## src/rtl/uart_tx_arbiter_seq.sv

```systemverilog
// uart_tx_arbiter_seq: APB master for the UART bridge transmit path.
// It configures the bridge, then shares the transmit path between two byte
// requesters in round-robin order. Each granted byte is written to the data
// register, and the status register is polled until tx_done or a timeout.
module uart_tx_arbiter_seq #(
  parameter int unsigned POLL_GAP       = 4,
  parameter int unsigned TIMEOUT_CYCLES = 200000,
  parameter int unsigned TO_W           = 18
) (
  input  logic        PCLK,
  input  logic        PRESETn,
  input  logic        cfg_start,
  input  logic        cfg_rx_en,
  input  logic [1:0]  cfg_parity,
  input  logic [1:0]  cfg_baud,
  output logic        cfg_done,
  input  logic [1:0]  req_valid,
  input  logic [7:0]  req_data0,
  input  logic [7:0]  req_data1,
  output logic [1:0]  req_ready,
  output logic [1:0]  tx_ok,
  output logic [1:0]  tx_err,
  output logic        busy,
  output logic        m_psel,
  output logic        m_penable,
  output logic        m_pwrite,
  output logic [4:0]  m_paddr,
  output logic [31:0] m_pwdata,
  input  logic [31:0] m_prdata,
  input  logic        m_pready
);

  localparam int unsigned GAP_W = (POLL_GAP > 1) ? $clog2(POLL_GAP + 1) : 1;
  localparam logic [GAP_W-1:0] GAP_LOAD = GAP_W'(POLL_GAP);
  localparam logic [TO_W-1:0]  TO_MAX   = TO_W'(TIMEOUT_CYCLES);

  localparam logic [4:0] A_EN   = 5'h00;
  localparam logic [4:0] A_CTL  = 5'h04;
  localparam logic [4:0] A_STAT = 5'h08;
  localparam logic [4:0] A_DATA = 5'h0C;

  typedef enum logic [2:0] {
    S_UNCFG,
    S_CFG_EN,
    S_CFG_CTL,
    S_IDLE,
    S_WR_DATA,
    S_WAIT,
    S_POLL,
    S_DONE
  } state_t;

  state_t            r_state;
  logic              r_cfg_rx_en;
  logic [1:0]        r_cfg_parity;
  logic [1:0]        r_cfg_baud;
  logic              r_pend_cfg;
  logic              r_cfg_done;
  logic              r_busy;
  logic              r_last;
  logic              r_owner;
  logic [7:0]        r_byte;
  logic              r_first_poll;
  logic [GAP_W-1:0]  r_gap;
  logic [TO_W-1:0]   r_to_cnt;
  logic [1:0]        r_req_ready;
  logic [1:0]        r_tx_ok;
  logic [1:0]        r_tx_err;
  logic              r_psel;
  logic              r_penable;
  logic              r_pwrite;
  logic [4:0]        r_paddr;
  logic [31:0]       r_pwdata;

  logic              w_grant;
  logic [1:0]        w_grant_oh;
  logic [1:0]        w_owner_oh;
  logic              w_is_xfer;
  logic              w_xfer_done;
  logic              w_to_hit;
  logic [4:0]        w_addr;
  logic              w_write;
  logic [31:0]       w_wdata;
  logic              w_unused;

  assign w_grant_oh  = w_grant ? 2'b10 : 2'b01;
  assign w_owner_oh  = r_owner ? 2'b10 : 2'b01;
  assign w_xfer_done = r_psel & r_penable & m_pready;
  assign w_to_hit    = (r_to_cnt == TO_MAX);
  assign w_is_xfer   = (r_state == S_CFG_EN) || (r_state == S_CFG_CTL) ||
                       (r_state == S_WR_DATA) || (r_state == S_POLL);
  assign w_unused    = ^{m_prdata[31:5], m_prdata[3:0]};

  // Round-robin grant: a lone requester wins; on contention the one not granted last wins.
  always_comb begin
    w_grant = 1'b0;
    if (req_valid == 2'b10)
      w_grant = 1'b1;
    else if (req_valid == 2'b11)
      w_grant = ~r_last;
  end

  // Address, direction and write data of the transfer owned by the current state.
  always_comb begin
    w_addr  = A_STAT;
    w_write = 1'b0;
    w_wdata = '0;
    case (r_state)
      S_CFG_EN: begin
        w_addr  = A_EN;
        w_write = 1'b1;
        w_wdata = {30'b0, 1'b1, r_cfg_rx_en};
      end
      S_CFG_CTL: begin
        w_addr  = A_CTL;
        w_write = 1'b1;
        w_wdata = {28'b0, r_cfg_baud, r_cfg_parity};
      end
      S_WR_DATA: begin
        w_addr  = A_DATA;
        w_write = 1'b1;
        w_wdata = {24'b0, r_byte};
      end
      default: ;
    endcase
  end

  // Sequencer: APB phase stepping, timeout counting, arbitration and handshake pulses.
  always_ff @(posedge PCLK or negedge PRESETn) begin
    if (!PRESETn) begin
      r_state      <= S_UNCFG;
      r_cfg_rx_en  <= 1'b0;
      r_cfg_parity <= '0;
      r_cfg_baud   <= '0;
      r_pend_cfg   <= 1'b0;
      r_cfg_done   <= 1'b0;
      r_busy       <= 1'b0;
      r_last       <= 1'b1;
      r_owner      <= 1'b0;
      r_byte       <= '0;
      r_first_poll <= 1'b0;
      r_gap        <= '0;
      r_to_cnt     <= '0;
      r_req_ready  <= '0;
      r_tx_ok      <= '0;
      r_tx_err     <= '0;
      r_psel       <= 1'b0;
      r_penable    <= 1'b0;
      r_pwrite     <= 1'b0;
      r_paddr      <= '0;
      r_pwdata     <= '0;
    end else begin
      r_req_ready <= '0;
      r_tx_ok     <= '0;
      r_tx_err    <= '0;

      if (cfg_start) begin
        r_cfg_rx_en  <= cfg_rx_en;
        r_cfg_parity <= cfg_parity;
        r_cfg_baud   <= cfg_baud;
      end

      if (((r_state == S_WAIT) || (r_state == S_POLL)) && !w_to_hit)
        r_to_cnt <= r_to_cnt + 1'b1;

      // Every transfer state enters with psel low, which guarantees the idle
      // cycle between transfers; only the poll is pre-armed from S_WAIT.
      if (w_is_xfer) begin
        if (!r_psel) begin
          r_psel   <= 1'b1;
          r_paddr  <= w_addr;
          r_pwrite <= w_write;
          r_pwdata <= w_wdata;
        end else if (!r_penable) begin
          r_penable <= 1'b1;
        end else if (m_pready) begin
          r_psel    <= 1'b0;
          r_penable <= 1'b0;
        end
      end

      case (r_state)
        S_UNCFG: begin
          if (cfg_start) begin
            r_state <= S_CFG_EN;
            r_busy  <= 1'b1;
          end
        end
        S_CFG_EN: begin
          if (w_xfer_done)
            r_state <= S_CFG_CTL;
        end
        S_CFG_CTL: begin
          if (w_xfer_done) begin
            r_state    <= S_IDLE;
            r_busy     <= 1'b0;
            r_cfg_done <= 1'b1;
          end
        end
        S_IDLE: begin
          if (r_pend_cfg) begin
            r_pend_cfg <= 1'b0;
            r_cfg_done <= 1'b0;
            r_state    <= S_CFG_EN;
            r_busy     <= 1'b1;
          end else if (|req_valid) begin
            r_req_ready <= w_grant_oh;
            r_owner     <= w_grant;
            r_last      <= w_grant;
            r_byte      <= w_grant ? req_data1 : req_data0;
            r_state     <= S_WR_DATA;
            r_busy      <= 1'b1;
          end
        end
        S_WR_DATA: begin
          if (w_xfer_done) begin
            r_to_cnt     <= '0;
            r_first_poll <= 1'b1;
            r_gap        <= GAP_LOAD;
            r_state      <= S_WAIT;
          end
        end
        S_WAIT: begin
          if (w_to_hit) begin
            r_tx_err <= w_owner_oh;
            r_state  <= S_IDLE;
            r_busy   <= 1'b0;
          end else if (r_gap <= GAP_W'(1)) begin
            // Issue the poll's setup phase directly so the gap is exactly POLL_GAP (min 1).
            r_state  <= S_POLL;
            r_psel   <= 1'b1;
            r_paddr  <= A_STAT;
            r_pwrite <= 1'b0;
          end else begin
            r_gap <= r_gap - 1'b1;
          end
        end
        S_POLL: begin
          if (w_xfer_done) begin
            if (!r_first_poll && m_prdata[4]) begin
              r_state <= S_DONE;
            end else if (w_to_hit) begin
              r_tx_err <= w_owner_oh;
              r_state  <= S_IDLE;
              r_busy   <= 1'b0;
            end else begin
              r_first_poll <= 1'b0;
              r_gap        <= GAP_LOAD;
              r_state      <= S_WAIT;
            end
          end
        end
        S_DONE: begin
          r_tx_ok <= w_owner_oh;
          r_state <= S_IDLE;
          r_busy  <= 1'b0;
        end
        default: r_state <= S_UNCFG;
      endcase

      // A pulse outside S_UNCFG is remembered until S_IDLE can act on it.
      if (cfg_start && (r_state != S_UNCFG))
        r_pend_cfg <= 1'b1;
    end
  end

  assign cfg_done  = r_cfg_done;
  assign req_ready = r_req_ready;
  assign tx_ok     = r_tx_ok;
  assign tx_err    = r_tx_err;
  assign busy      = r_busy;
  assign m_psel    = r_psel;
  assign m_penable = r_penable;
  assign m_pwrite  = r_pwrite;
  assign m_paddr   = r_paddr;
  assign m_pwdata  = r_pwdata;

endmodule

```

## config.mk

```make
export PLATFORM = sky130hd
export DESIGN_NAME = uart_tx_arbiter_seq
export DESIGN_NICKNAME = d
export VERILOG_FILES = /design/src/rtl/uart_tx_arbiter_seq.sv
export SDC_FILE = /design/constraint.sdc
export NUM_CORES = 1
export LEC_CHECK = 0
export ABC_AREA = 1
export CAP_MARGIN = 10
export CORE_AREA = 3 3 120 133
export CTS_CLUSTER_SIZE = 8
export DETAILED_ROUTE_END_ITERATION = 10
export DIE_AREA = 0 0 123 136
export DONT_BUFFER_PORTS = 1
export GPL_ROUTABILITY_DRIVEN = 0
export PLACE_DENSITY = 0.39
export SKIP_CTS_REPAIR_TIMING = 1
export SYNTH_ARGS = -nofsm -noshare
export SYNTH_HDL_FRONTEND = slang
export SYNTH_SLANG_ARGS = --single-unit
```

## constraint.sdc

```tcl
create_clock -name PCLK -period 2.5 [get_ports PCLK]
set_clock_uncertainty 0.2 [all_clocks]
set_input_delay 0.25 -clock PCLK [delete_from_list [all_inputs] [get_ports PCLK]]
set_output_delay 0.25 -clock PCLK [all_outputs]
set_load 0.02 [all_outputs]
```

# Word level (Yosys, flattened, before mapping)
# Index checks and enable logic that the tools add are counted.
# Widths: inputs -> output; s select.
[totals] out_inout_bits=48 mem_bits_ro=0 latchBits=0 in_bits=59 register_bits=89 word_cells=149 n_memories=0 ramBits=0
[classes] n_bitwise=5 n_mul=0 n_reduce_logical=26 shifts=0 div=0 n_eq_ne=22 muxes=72 n_addsub=2 magnitude_cmp=1
[op_table] cell="$mux 18" count=3
[op_table] cell="$mux 3" count=17
[op_table] cell="$mux 1" count=29
[op_table] cell="$mux 5" count=5
[op_table] cell="$pmux 3 s8" count=1
[op_table] cell="$pmux 8 s3" count=1
[op_table] cell="$ne 2x2->1 const B" count=10
[op_table] cell="$add 18x1->18 const B" count=1
[op_table] cell="$eq 18x18->1 const B" count=1
[op_table] cell="$mux 2" count=9
[op_table] cell="$reduce_and 7->1" count=2
[op_table] cell="$eq 3x3->1 const B" count=4
[op_table] cell="$pmux 4 s3" count=1
[op_table] cell="$pmux 3 s3" count=1
[op_table] cell="$mux 8" count=1
[op_table] cell="$eq 3x2->1 const B" count=2
[op_table] cell="$pmux 1 s6" count=1
[op_table] cell="$reduce_and 3->1" count=2
[op_table] cell="$reduce_and 6->1" count=1
[op_table] cell="$reduce_bool 2->1" count=3
[op_table] cell="$reduce_bool 3->1" count=2
[op_table] cell="$reduce_bool 6->1" count=1
[op_table] cell="$reduce_and 5->1" count=1
[op_table] cell="$eq 2x2->1 const B" count=2
[op_table] cell="16 further kinds" count=27

# Depth between registers and ports, before layout
[depth] depth_word=8 mapped_depth=12

# Least setup slack after synthesis
# Ideal clock, no wire load.
[synth_path] path_kind="register to register" startpoint="reg r_to_cnt[0]" endpoint="reg r_busy (netlist: busy)" stages_incl_launch_ff=13 arrival_ns=1.513 path_buffers=1 setup_slack_ns=0.665 synth_period_minus_slack_ns=1.835 t_required_ns=2.178 cell_sequence="dfrtp_1 inv_1 ha_1 inv_1 nor2_1 nand3_1 nor2_2 nand2_2 nand2_2 buf_4 nand2_1 nand2_1 o21ai_1"
[synth_via] elab_chain_len=5
[synth_rtl] item="start, declared" line="65" source="logic [TO_W-1:0] r_to_cnt;"
[synth_rtl] item="start signal, assigned" line="164" source="r_to_cnt <= r_to_cnt + 1'b1;"
[synth_rtl] item="$eq 18x18->1 *" line="89" source="assign w_to_hit = (r_to_cnt == TO_MAX);"
[synth_rtl] item="$mux 1 *"
[synth_rtl] item="$mux 1 (2 in a row)"
[synth_rtl] item="$pmux 1 s6 *"
[synth_rtl] item="end signal, assigned" line="137" source="r_busy <= 1'b0;"
[synth_rtl] item="end signal, assigned" line="186" source="r_busy <= 1'b1;"
[synth_rtl] item="end signal, assigned" line="196" source="r_busy <= 1'b0;"
[synth_rtl] item="end, declared" line="59" source="logic r_busy;"
# Every way passes the cells marked *; elsewhere a longest branch is shown, timed or not. The select of a mux whose other input is x is not followed.
# A chain may end at the register's enable or synchronous reset.

# Worst setup path after layout
# Same ends and word-level chain as after synthesis.

==> impl_metrics.env <==
export IMPL_grt_pass1_vias=3001
export IMPL_grt_max_degree=66
export IMPL_slowest_delay_ns=0.43
export IMPL_totalWireLength_um=9250
export IMPL_antenna_found_initial=0
export IMPL_slowest_stage="dfrtp_1"
export IMPL_synth_cells=488
export IMPL_clk_latency_ns=0.34
export IMPL_cts_inserted_buffers=9
export IMPL_cap_violations=0
export IMPL_cts_max_level=3
export IMPL_synth_seq_area_share=0.445
export IMPL_drive_above_1_share=0.0744
export IMPL_wl_per_cell_um=12.9
export IMPL_crit_family="simple AND/OR/NAND/NOR gates"
export IMPL_startpoint_type="register"
export IMPL_hpwl_um=6710
export IMPL_grt_pass1_wl_um=15300
export IMPL_final_common_cell="nand2_1"
export IMPL_drc=0
export IMPL_num_vias=3053
export IMPL_hp_class="in2reg"
export IMPL_num_fill_cells=1610
export IMPL_vdd_drop_max_v=0.000411
export IMPL_core_area_um2=14600
export IMPL_end_kind="register"
export IMPL_postRouteAntennaNets=0
export IMPL_final_cell_mix="nand2_1, nor2_1, dfrtp_1"
export IMPL_yosysTopAreaCell="dfrtp_1"
export IMPL_path_cells="inv_1 -> ha_1 -> inv_1 -> nor2_1 -> nand3_1 -> nor2_2 -> nand2_2 -> nand2_2 -> nand2_1 -> nand2_1 -> o21ai_1"
export IMPL_avgSynthCellArea_um2=7.50
export IMPL_design_portCount=107
export IMPL_die_area_um2=16700
export IMPL_crit_fanout=22
export IMPL_rrSetupSlack_ns=0.30
export IMPL_hold_viol_final=0
export IMPL_first_pass_iters=4
export IMPL_initial_core_util=0.251
export IMPL_ys_ff_latch=65
export IMPL_clock_sinks=65
export IMPL_critical_path_buf_inv_count=2
export IMPL_cts_root_buf="clkbuf_16"
export IMPL_num_rows=46
export IMPL_dp_cells=674
export IMPL_synth_area_um2=3660
export IMPL_power_total_w=0.00449
export IMPL_status="complete, no violations"
export IMPL_fmax_ghz=0.454
export IMPL_setup_tns_ns=0
export IMPL_overflow=0
export IMPL_stdcell_count=716
export IMPL_arrival_ns=2.22
export IMPL_critical_path_required_ns=2.52
export IMPL_area_growth_pct=18.1
export IMPL_synthDominantCellAreaShare=0.438
export IMPL_async_flop_share=1.00
export IMPL_fp_dieH_um=136
export IMPL_finalSetupViolCount=0
export IMPL_die_x_um=123
export IMPL_p_leak_nw=2.08
export IMPL_synth_edf_count=0
export IMPL_diodes=0
export IMPL_p_per_area_nw_per_um2=1040
export IMPL_slew_violations=0
export IMPL_io_buffers=0
export IMPL_viasPerCell=4.26
export IMPL_yosys_warnings=0
export IMPL_finalCriticalPeriod_ns=2.20
export IMPL_synth_cell_type_count=35
export IMPL_ys_flop_type="dfrtp_1"
export IMPL_post_place_ws_ns=0.239
export IMPL_finalCritPeriodShare=0.880
export IMPL_ys_top_cells_by_area="dfrtp_1, nand2_1, nor2_1, buf_4, inv_1"
export IMPL_clock_path_buffers=2
export IMPL_clk_pin_slew_ns=0.06
export IMPL_rsz0062_at_grt="false"
export IMPL_grtUsageTotal=0.117
export IMPL_fin_nets=582
export IMPL_path_class="reg2reg"
export IMPL_drtIter0Drc=127
export IMPL_cts_tree="done"
export IMPL_fin_util=0.297
export IMPL_setup_ws_ns=0.300
## state kept, by name, summed over array words and instances, names as in the netlist
register	count
tx_ok	2
r_gap	3
busy	1
r_first_poll	1
r_last	1
tx_err	2
r_cfg_rx_en	1
r_cfg_parity	2
cfg_done	1
m_pwdata	8
r_state	3
r_owner	1
m_penable	1
req_ready	2
m_pwrite	1
m_paddr	5
r_byte	8
r_to_cnt	18
r_pend_cfg	1
r_cfg_baud	2
m_psel	1
## report_power, final
group	internal [W]	switching [W]	total, W
Clock	0.000672	0.000487	0.00116
Sequential	0.00140	0.000444	0.00185
Combinational	0.000538	0.000947	0.00148
## layer usage
| layer | vias up | global-route usage | wire, um |
|---|---|---|---|
| met1 | 1419 | 0.146 | 4100 |
| met2 | 59 | 0.180 | 4430 |
| met3 | 13 | 0.0441 | 561 |
| met5 | - | 0 | 0 |
| li1 | 1562 | - | - |
| met4 | 0 | 0.0517 | 166 |
## metrics by stage
stage	cell area [um2]	hold WS, ns
final	4320	0.0567
after CTS	4040	-0.613
after detailed placement	3770	-0.243
after global placement	3770	-0.244
after global routing	4320	0.0985
after floorplan	3740	-0.246
## cells by family after synthesis
family          count (synthesis)  share of synthesized area
simple gates                  251                      0.289
xor+xnor                        7                     0.0168
buf+inv                        88                      0.123
flops                          65                      0.445
fa+ha+maj                       4                     0.0137
other cells                     1                    0.00103
compound gates                 72                      0.111
## path summary, 6_finish.rpt
path                                   from          end  cells after the start
worst max-delay path            r_to_cnt[0]         busy                     11
worst min-delay path               m_pready       m_psel                      3
worst max register to register  r_to_cnt[0]         busy                     11
worst min register to register      r_owner     tx_ok[0]                      1
max in group asynchronous           PRESETn       r_last                      2
min in group asynchronous           PRESETn  r_to_cnt[6]                      2
## final cells by class
cell class	count	area, um2	area share
multi-input cells	358	1670	0.386
flip-flops and latches	65	1630	0.377
repair buffers	29	300	0.0695
well taps	192	240	0.0556
clock buffers	10	229	0.0530
inverters	56	213	0.0492
clock inverters	6	45.0	0.0104
## worst reg2reg max path, stage by stage, from the launching register on
cell and delay (ns):
dfrtp_1 0.43, inv_1 0.13, ha_1 0.16, inv_1 0.04
nor2_1 0.08, nand3_1 0.10, nor2_2 0.18, nand2_2 0.15
nand2_2 0.37, nand2_1 0.13, nand2_1 0.07, o21ai_1 0.06
## synth_stat cells, drive strengths merged (2+ instances only)
master / n
a21oi: 26
buf: 30
clkbuf: 2
clkinv: 2
dfrtp: 64
ha: 4
inv: 54
nand2: 140
nand3: 21
nand3b: 2
nand4: 6
nor2: 74
nor3: 5
o21a: 2
o21ai: 31
o21bai: 3
o31ai: 8
or2: 2
xor2: 7
No activity file was read; power rests on OpenSTA's default activity.
